## src/rtl/fetch_unit.sv

```systemverilog
// fetch_unit: program counter, instruction-memory handshake and next-PC selection.
// Presents one instruction at a time and redirects on acceptance with zero penalty.
module fetch_unit #(
    parameter logic [31:0] RESET_PC = 32'h0000_0000
) (
    input  logic        clk,
    input  logic        reset,
    output logic [31:0] Imem_addr_out,
    output logic        Imem_req_out,
    input  logic        Imem_ack_in,
    input  logic [31:0] Imem_data_in,
    output logic [31:0] Instr_out,
    output logic [31:0] Pc_out,
    output logic [31:0] Pc_plus4_out,
    output logic        Instr_valid_out,
    input  logic        Instr_ready_in,
    input  logic        Branch_in,
    input  logic        Jump_in,
    input  logic        Jump_reg_in,
    input  logic [31:0] Target_reg_in,
    output logic [31:0] Retired_count_out
);
    typedef enum logic [1:0] {IDLE, FETCH, ISSUE} state_t;
    state_t      state_q, state_d;
    logic [31:0] pc_q, pc_d, instr_q, instr_d, pc_out_q, pc_out_d, cnt_q, cnt_d;
    logic [31:0] p4, next_pc;
    logic        accept;
    always_ff @(posedge clk or posedge reset) begin
        if (reset) begin
            state_q  <= IDLE;
            pc_q     <= RESET_PC;
            instr_q  <= 32'd0;
            pc_out_q <= RESET_PC;
            cnt_q    <= 32'd0;
        end else begin
            state_q  <= state_d;
            pc_q     <= pc_d;
            instr_q  <= instr_d;
            pc_out_q <= pc_out_d;
            cnt_q    <= cnt_d;
        end
    end
    // Jump beats branch; JR/JALR targets are forced word aligned.
    always_comb begin
        p4      = pc_out_q + 32'd4;
        next_pc = (Jump_in && Jump_reg_in) ? {Target_reg_in[31:2], 2'b00} :
                  Jump_in                  ? {p4[31:28], instr_q[25:0], 2'b00} :
                  Branch_in                ? p4 + {{14{instr_q[15]}}, instr_q[15:0], 2'b00} :
                                             p4;
        accept  = (state_q == ISSUE) && Instr_ready_in;
    end
    always_comb begin
        state_d  = state_q;
        pc_d     = pc_q;
        instr_d  = instr_q;
        pc_out_d = pc_out_q;
        cnt_d    = cnt_q;
        case (state_q)
            IDLE:    state_d = FETCH;
            FETCH: if (Imem_ack_in) begin
                state_d  = ISSUE;
                instr_d  = Imem_data_in;
                pc_out_d = pc_q;
            end
            ISSUE: if (accept) begin
                state_d = FETCH;
                pc_d    = next_pc;
                cnt_d   = cnt_q + 32'd1;
            end
            default: state_d = IDLE;
        endcase
    end
    assign Imem_addr_out     = pc_q;
    assign Imem_req_out      = (state_q == FETCH);
    assign Instr_valid_out   = (state_q == ISSUE);
    assign Instr_out         = instr_q;
    assign Pc_out            = pc_out_q;
    assign Pc_plus4_out      = p4;
    assign Retired_count_out = cnt_q;
endmodule

```

## config.mk

```make
export PLATFORM = sky130hd
export DESIGN_NAME = fetch_unit
export DESIGN_NICKNAME = d
export VERILOG_FILES = /design/src/rtl/fetch_unit.sv
export SDC_FILE = /design/constraint.sdc
export NUM_CORES = 1
export LEC_CHECK = 0
export ABC_CLOCK_PERIOD_IN_PS = 4900
export BUFFER_PORTS_ARGS = -buffer_cell sky130_fd_sc_hd__clkbuf_2
export CELL_PAD_IN_SITES_DETAIL_PLACEMENT = 1
export CELL_PAD_IN_SITES_GLOBAL_PLACEMENT = 1
export CORE_AREA = 2 2 146 148
export DETAILED_ROUTE_END_ITERATION = 12
export DIE_AREA = 0 0 148 150
export PLACE_DENSITY = 0.86
export SKIP_LAST_GASP = 1
export SLEW_MARGIN = 20
export SYNTH_ARGS = -nofsm -noshare
export SYNTH_HDL_FRONTEND = slang
export SYNTH_SLANG_ARGS = --single-unit
```

## constraint.sdc

```tcl
create_clock -name clk -period 4.9 [get_ports clk]
set_input_delay 0.98 -clock clk [delete_from_list [all_inputs] [get_ports clk]]
set_output_delay 0.98 -clock clk [all_outputs]
set_load 0.03 [all_outputs]
```

==> results.toml, run 1 <==
[clock_network]
cts_tree = "done"
root_buffer = "clkbuf_16"
clk_latency_ns = 0.43
holdBufCountCts = 0
cts_buffer_depth = 2
path_clk_slew_ns = 0.07
cts.sinks = 130
cts_setup_buffers = 0
numCtsBuffers = 17
htreeDepth = 4
cts_resized = 0

[die]
die_area_um2 = 22200
io_pins = 233
num_rows = 53
die_x_um = 148
die_h_um = 150
core_area_um2 = 20700
start_util_pct = 39.1

[sta]
setup_violations = 0
finalHoldViolations = 0
worst_clock_skew_ns = 0.0142
min_period_over_period_pct = 89.7
rsz0062_at_grt = "no"
worst_pin_slew_ns = 1.08
maxSlewHeadroom_pct = 28.1
fin_setup_tns_ns = 0
fmax_mhz = 228
holdWs_ns = 0.484
slew_violations = 0
min_period_ns = 4.39

[yosys]
synth_warnings = 0
synth_seq_area_share_pct = 40.2
synth_edf_count = 0
synth_cells = 827
synth_area_um2 = 8090
yosysUniqueCellTypes = 66
avgSynthCellArea_um2 = 9.79
synth_nets = 936
ys.flop_type = "dfrtp_1"
ys_seq_elements = 130
synthArstFlopShare_pct = 100

[worst_setup_path]
path_max_fanout = 6
path_class = "reg2reg"
cp-start-kind = "flip-flop"
crit_required_ns = 5.25
arrival_ns = 4.74
end_kind = "flip-flop"

[route]
vias = 7508
firstDrtPassIters = 4
wl_per_cell_um = 20.8
wirelength_mm = 28.0
drt_iter0_markers = 395
routed_via_density = 5.58
antenna_left = 0
post-route-drc-count = 0

[final_layout]
multi_input_area_um2 = 4660
fillers = 2473
regArea_um2 = 3250
n_antenna_cell = 0
area_growth_pct = 25.5
finalInstanceArea_um2 = 10200
layout-drive-gt1-share_pct = 33.7
nNetsFinal = 1166

[power_and_ir_drop]
p_total_mw = 8.11
peakVddDrop_v = 0.000400
leakage_nw = 4.94
p_per_area_nw_per_um2 = 799

[run_status]
outcome = "complete, no violations"

[place]
hpwl_mm = 20.1
gp_congestion = 0.904
io_buffers = 230
placed_area_um2 = 9570

[global_routing]
grt_first_pass_wirelength_mm = 43.5
grt_max_degree = 106
grt_overflow_total = 0
grt_use_total_pct = 25.2
grt_pass1_vias = 7933
antenna_found_initial = 0

[job]
drv_cap = 0

[min_path]
min_path_type = "reg2reg"
[path summary, 6_finish.rpt]
path,slack [ns],to,depth (start not counted),startpoint
worst min-delay path,0.48,Retired_count_out[31],1,Retired_count_out[31]
worst max-delay path,0.51,Imem_addr_out[31],14,Pc_out[5]
worst min register to register,0.48,Retired_count_out[31],1,Retired_count_out[31]
min in group asynchronous,0.75,Instr_out[30],2,reset
max in group asynchronous,3.19,Imem_addr_out[16],3,reset
worst max register to register,0.51,Imem_addr_out[31],14,Pc_out[5]
[cell families after synthesis]
| family | synth area share, % |
|---|---|
| muxes | 12.6 |
| adders and majority gates | 5.97 |
| buffers and inverters | 2.29 |
| DFF | 40.2 |
| AOI/OAI and AO/OA | 15.4 |
| and+or+nand+nor | 15.6 |
| xor gates and xnor gates | 8.01 |
[Yosys cell counts, drive strengths merged, types with 4 or more instances]
cell type | count | area, um^2
a211o | 6 | 52.6
and2 | 4 | 25.0
xor2 | 25 | 219
xnor2 | 49 | 429
a311o | 4 | 40.0
o21a | 10 | 75.1
nor2 | 58 | 218
clkbuf | 26 | 97.6
nand2 | 100 | 375
mux2 | 70 | 788
a21oi | 38 | 198
o31ai | 7 | 57.6
a211oi | 14 | 110
a21o | 9 | 67.6
or3 | 4 | 25.0
nand3 | 19 | 95.1
mux2i | 23 | 230
ha | 37 | 463
buf | 6 | 31.3
o21ai | 46 | 238
nor2b | 8 | 50.1
and3 | 13 | 86.3
nand4 | 20 | 125
a22o | 9 | 78.8
and4 | 9 | 78.8
inv | 14 | 52.6
nand2b | 4 | 25.0
nor3 | 13 | 70.1
a31oi | 8 | 50.1
dfrtp | 130 | 3250
o211ai | 8 | 60.1
[placed cells by master, fill, tap and decap left out, drive strengths merged, types with 8 or more instances in the layout]
cell	count
buf	13
and3	13
clkbuf	247
a211oi	14
inv	23
xor2	25
mux2	70
o21ai	46
nand2	100
xnor2	49
a22o	9
ha	37
nor2b	8
nor3	13
o211ai	8
dfrtp	130
a31oi	8
a21o	9
mux2i	23
a21oi	38
o21a	10
nor2	58
nand4	20
nand3	19
and4	9
[metrics by stage]
stage / instances / utilization (%) / setup WS, ns
3_3_place_gp: 1313 / 46.2 / 0.811
3_5_place_dp: 1313 / 46.2 / 0.628
2_1_floorplan: 827 / - / 0.451
4_1_cts: 1345 / 49.1 / 0.566
6_report: 1345 / 49.1 / 0.506
5_1_grt: 1345 / 49.1 / 0.155
[layout make-up]
| type | instances | share of cell area [%] |
|---|---|---|
| Sequential cell | 130 | 32.0 |
| Clock buffer | 17 | 4.19 |
| Tap cell | 275 | 3.39 |
| Clock inverter | 15 | 1.61 |
| Inverter | 15 | 0.604 |
| Timing Repair Buffer | 243 | 12.3 |
| Multi-Input combinational cell | 650 | 45.9 |
[metal layers]
layer / vias to the layer above / routed length [um] / global-route usage, %
met5: - / 0 / 0
met4: 0 / 799 / 10.7
met3: 62 / 1630 / 5.95
met2: 235 / 13900 / 42.5
met1: 3747 / 11700 / 30.8
li1: 3464 / - / -
[worst max-delay path: stages (launching register included)]
cell and delay, ns:
dfrtp_1 0.47, and4_1 0.35, nand4_1 0.25, nor3_1 0.36
and4_1 0.26, xor2_1 0.25, ha_1 0.34, a21oi_2 0.12
and3_4 0.19, o31ai_2 0.33, and3b_1 0.26, a211oi_1 0.12
or4_4 0.51, a2111o_1 0.38, nand3_1 0.12
[registers in the layout, indices dropped and copies added (netlist names)]
signal	count
Imem_addr_out	32
Instr_out	32
Pc_out	32
Retired_count_out	32
state_q	2
[report_power, final]
group          switching (mW)  internal [mW]  total, mW
registers               0.507           1.46       1.96
clock network           0.586          0.683       1.27
logic                    3.12           1.76       4.88
Power figures use the tool's default switching activity.
==> run 2, diff against run 1 <==
BUFFER_PORTS_ARGS = default   (was -buffer_cell sky130_fd_sc_hd__clkbuf_2)
CORE_AREA = 2 2 132 134   (was 2 2 146 148)
DIE_AREA = 0 0 134 136   (was 0 0 148 150)
DONT_BUFFER_PORTS = 1   (was default)
==> results.toml, run 2 (synthesis gave the netlist of run 1 again) <==
[sta]
slew_violations = 0
worst_clock_skew_ns = 0.0125
fmax_mhz = 219
min_period_ns = 4.57
min_period_over_period_pct = 93.3
worst_slack_ns = 0.327
setup_violations = 0
finalHoldViolations = 0
worst_pin_slew_ns = 1.13
fin_setup_tns_ns = 0
rsz0062_at_grt = "no"
maxSlewHeadroom_pct = 24.3

[final_layout]
final_util_pct = 53.8
nNetsFinal = 959
layout_commonest_cell = "dfrtp_1"
layout-drive-gt1-share_pct = 17.7
fillers = 1858
regArea_um2 = 3250
final_cell_mix = "dfrtp_1, nand2_1, mux2_2"
fin_cells = 1089
multi_input_area_um2 = 4660
area_growth_pct = 12.3

[global_routing]
grt_overflow_total = 0
grt_first_pass_wirelength_mm = 39.0
grt_pass1_vias = 7049
antenna_found_initial = 1
grt_use_total_pct = 27.7
grt_max_degree = 66

[die]
start_util_pct = 48.0
die_area_um2 = 18200
io_pins = 233
core_area_um2 = 16900
die_h_um = 136
die_x_um = 134
num_rows = 48

[clock_network]
cts.sinks = 130
clk_latency_ns = 0.43
cts_setup_buffers = 0
cts_tree = "done"
cts_buffer_depth = 2
holdBufCountCts = 0
numCtsBuffers = 17
htreeDepth = 4
path_clk_slew_ns = 0.06
root_buffer = "clkbuf_16"
cts_resized = 0

[place]
io_buffers = 0
dp_cells = 1056
hpwl_mm = 17.9
gp_congestion = 0.922
place_ws_ns = 0.487

[route]
wl_met2_mm = 12.5
top_layer = "met4"
vias = 6713
drt_iter0_markers = 331
antenna_left = 0
wirelength_mm = 25.3
wl_met3_mm = 1.65
wl_per_cell_um = 23.3
firstDrtPassIters = 5
post-route-drc-count = 0
routed_via_density = 6.16
wl_met1_mm = 10.7

[worst_setup_path]
critical_path.most_common_cell = "and4_1"
end_kind = "flip-flop"
crit_buf_inv = 0
crit_required_ns = 5.25
critPathSlowestCell = "dfrtp_1"
slowest_delay_ns = 0.65
cp-start-kind = "flip-flop"
worst_path_dominant_cell_family = "simple AND/OR/NAND/NOR gates"
cp_cell_sequence = "and4_1 -> nand4_1 -> nor3_1 -> and4_1 -> xor2_1 -> ha_1 -> a21oi_2 -> and3_4 -> o31ai_2 -> and3b_1 -> a211oi_1 -> or4_4 -> a2111o_1 -> nand3_1"
path_max_fanout = 7
path_class = "reg2reg"
arrival_ns = 4.92

[run_status]
outcome = "complete, no violations"

[power_and_ir_drop]
p_per_area_nw_per_um2 = 844
leakage_nw = 4.04
peakVddDrop_v = 0.000506
p_total_mw = 7.67

[job]
drv_cap = 0

[min_path]
min_path_type = "in2async"
run 2: final timing paths:
check	from	end	slack [ns]	cells after the start
min reg2reg	state_q[1]	state_q[0]	0.55	1
min	reset	Retired_count_out[5]	0.48	1
max reg2reg	Pc_out[4]	Imem_addr_out[31]	0.33	14
min in group clk	state_q[1]	state_q[0]	0.55	1
max	Pc_out[4]	Imem_addr_out[31]	0.33	14
max in group asynchronous	reset	Retired_count_out[25]	3.46	2
run 2: routing by layer:
layer  vias up  GRT usage [%]
met2       225           46.7
li1       3050              -
met1      3394           34.9
met4         0           9.87
met3        44           6.38
met5         -              0
run 2: power breakdown:
group | internal (mW) | total (mW) | switching (mW)
sequential | 1.44 | 2.74 | 1.30
clock | 0.704 | 1.24 | 0.534
combinational | 1.55 | 3.69 | 2.14
run 2: stage by stage:
step | hold slack, ns | instance area (um^2)
6_report | 0.481 | 9090
3_5_place_dp | 0.526 | 8520
4_1_cts | 0.488 | 9080
5_1_grt | 0.520 | 9080
3_3_place_gp | 0.487 | 8520
2_1_floorplan | 0.464 | 8090
run 2: cell type report:
type / count / share of cell area (%)
multi-input cells: 650 / 51.3
flip-flops and latches: 130 / 35.8
clock buffers: 18 / 4.72
well taps: 225 / 3.10
repair buffers: 36 / 2.97
clock inverters: 14 / 1.45
inverters: 15 / 0.675
diodes: 1 / 0.0275
run 2: worst register-to-register path, stage by stage (launching register included):
cell and delay (ns):
dfrtp_1 0.65, and4_1 0.38, nand4_1 0.23, nor3_1 0.36
and4_1 0.26, xor2_1 0.24, ha_1 0.35, a21oi_2 0.13
and3_4 0.19, o31ai_2 0.34, and3b_1 0.26, a211oi_1 0.12
or4_4 0.52, a2111o_1 0.38, nand3_1 0.08
==> run 3, diff against run 2 <==
ABC_CLOCK_PERIOD_IN_PS = 4990   (was 4900)
clock period = 4.99 ns   (was 4.9 ns; I/O delays follow)
==> results.toml, run 3 (synthesis gave the netlist of run 1 again) <==
[route]
wirelength_mm = 26.7
antenna_left = 0
post-route-drc-count = 0
routed_via_density = 6.31
drt_iter0_markers = 472
wl_per_cell_um = 24.6
vias = 6858
firstDrtPassIters = 5

[clock_network]
htreeDepth = 4
clk_latency_ns = 0.44
holdBufCountCts = 0
cts_tree = "done"
path_clk_slew_ns = 0.06
cts_setup_buffers = 0
cts_resized = 0
cts.sinks = 130
numCtsBuffers = 17
root_buffer = "clkbuf_16"
cts_buffer_depth = 2

[worst_setup_path]
slowest_delay_ns = 0.64
cp_cell_sequence = "and4_1 -> nand4_1 -> nor3_1 -> nand2_1 -> xnor2_1 -> ha_1 -> a21oi_2 -> and3_4 -> o31ai_2 -> and3b_1 -> a211oi_1 -> or4_4 -> a2111o_1 -> nand3_1"
crit_required_ns = 5.35
worst_path_dominant_cell_family = "simple AND/OR/NAND/NOR gates"
arrival_ns = 5.09
crit_buf_inv = 0
end_kind = "flip-flop"
cp-start-kind = "flip-flop"
path_max_fanout = 6
critPathSlowestCell = "dfrtp_1"
path_class = "reg2reg"

[final_layout]
nNetsFinal = 956
final_util_pct = 54.1
final_cell_mix = "dfrtp_1, nand2_1, mux2_2"
layout_commonest_cell = "dfrtp_1"
area_growth_pct = 12.8
layout-drive-gt1-share_pct = 17.6

[power_and_ir_drop]
p_total_mw = 7.74
leakage_nw = 4.07
p_per_area_nw_per_um2 = 848
peakVddDrop_v = 0.000463

[die]
die_x_um = 134
num_rows = 48
io_pins = 233
core_area_um2 = 16900
die_h_um = 136
start_util_pct = 48.0
die_area_um2 = 18200

[global_routing]
grt_pass1_vias = 7273
antenna_found_initial = 1
grt_use_total_pct = 29.1
grt_first_pass_wirelength_mm = 40.8
grt_overflow_total = 0
grt_max_degree = 105

[sta]
rsz0062_at_grt = "no"
slew_violations = 0
worst_clock_skew_ns = 0.0140
worst_pin_slew_ns = 1.15
setup_violations = 0
maxSlewHeadroom_pct = 23.1
fin_setup_tns_ns = 0
fmax_mhz = 211
finalHoldViolations = 0
min_period_ns = 4.73
min_period_over_period_pct = 94.8

[run_status]
outcome = "complete, no violations"

[job]
drv_cap = 0

[min_path]
min_path_type = "reg2reg"

[place]
hpwl_mm = 18.3
io_buffers = 0
gp_congestion = 0.918
-- run 3: changes by cell type in the layout (fill, tap and decap cells not counted) --
cell        previous run  this run
clkinvlp_4             4         1
clkinv_2               2         1
buf_4                 36        33
bufinv_16              1         3
inv_8                  0         3
clkbuf_1               1         0
-- run 3: through the flow --
| stage | hold WS [ns] | setup slack [ns] | cell area, um^2 | instances |
|---|---|---|---|---|
| after floorplan | 0.464 | 0.523 | 8090 | 827 |
| after global placement | 0.487 | 0.678 | 8500 | 1053 |
| after detailed placement | 0.509 | 0.556 | 8500 | 1053 |
| after CTS | 0.518 | 0.383 | 9130 | 1085 |
| after global routing | 0.544 | 0.0792 | 9130 | 1085 |
| final | 0.519 | 0.258 | 9130 | 1086 |
-- run 3: cell type report --
cell class	instances	area, um^2
Sequential cell	130	3250
Clock buffer	17	425
Inverter	15	61.3
Timing Repair Buffer	33	248
Clock inverter	15	198
Multi-Input combinational cell	650	4660
Fill cell	1867	7750
Antenna cell	1	2.50
Tap cell	225	282
-- run 3: where the power goes --
part           total (mW)  leakage [nW]  switching, mW  internal [mW]
registers            2.70          1.64           1.29           1.41
clock network        1.36         0.305          0.556          0.804
logic                3.68          2.12           2.16           1.51
-- run 3: path summary, 6_finish.rpt --
check,startpoint,to,slack (ns),depth (start not counted)
max,Pc_out[5],Imem_addr_out[31],0.26,14
min,state_q[1],state_q[0],0.52,1
max reg2reg,Pc_out[5],Imem_addr_out[31],0.26,14
min reg2reg,state_q[1],state_q[0],0.52,1
max in group asynchronous,reset,Imem_addr_out[9],3.37,2
min in group asynchronous,reset,Instr_out[29],0.65,1
-- run 3: routing by layer --
layer	part of all wire [%]	track usage, %
met5	0	0
met4	2.8	11.2
met3	7.0	7.94
met2	50	50.0
met1	40	34.7
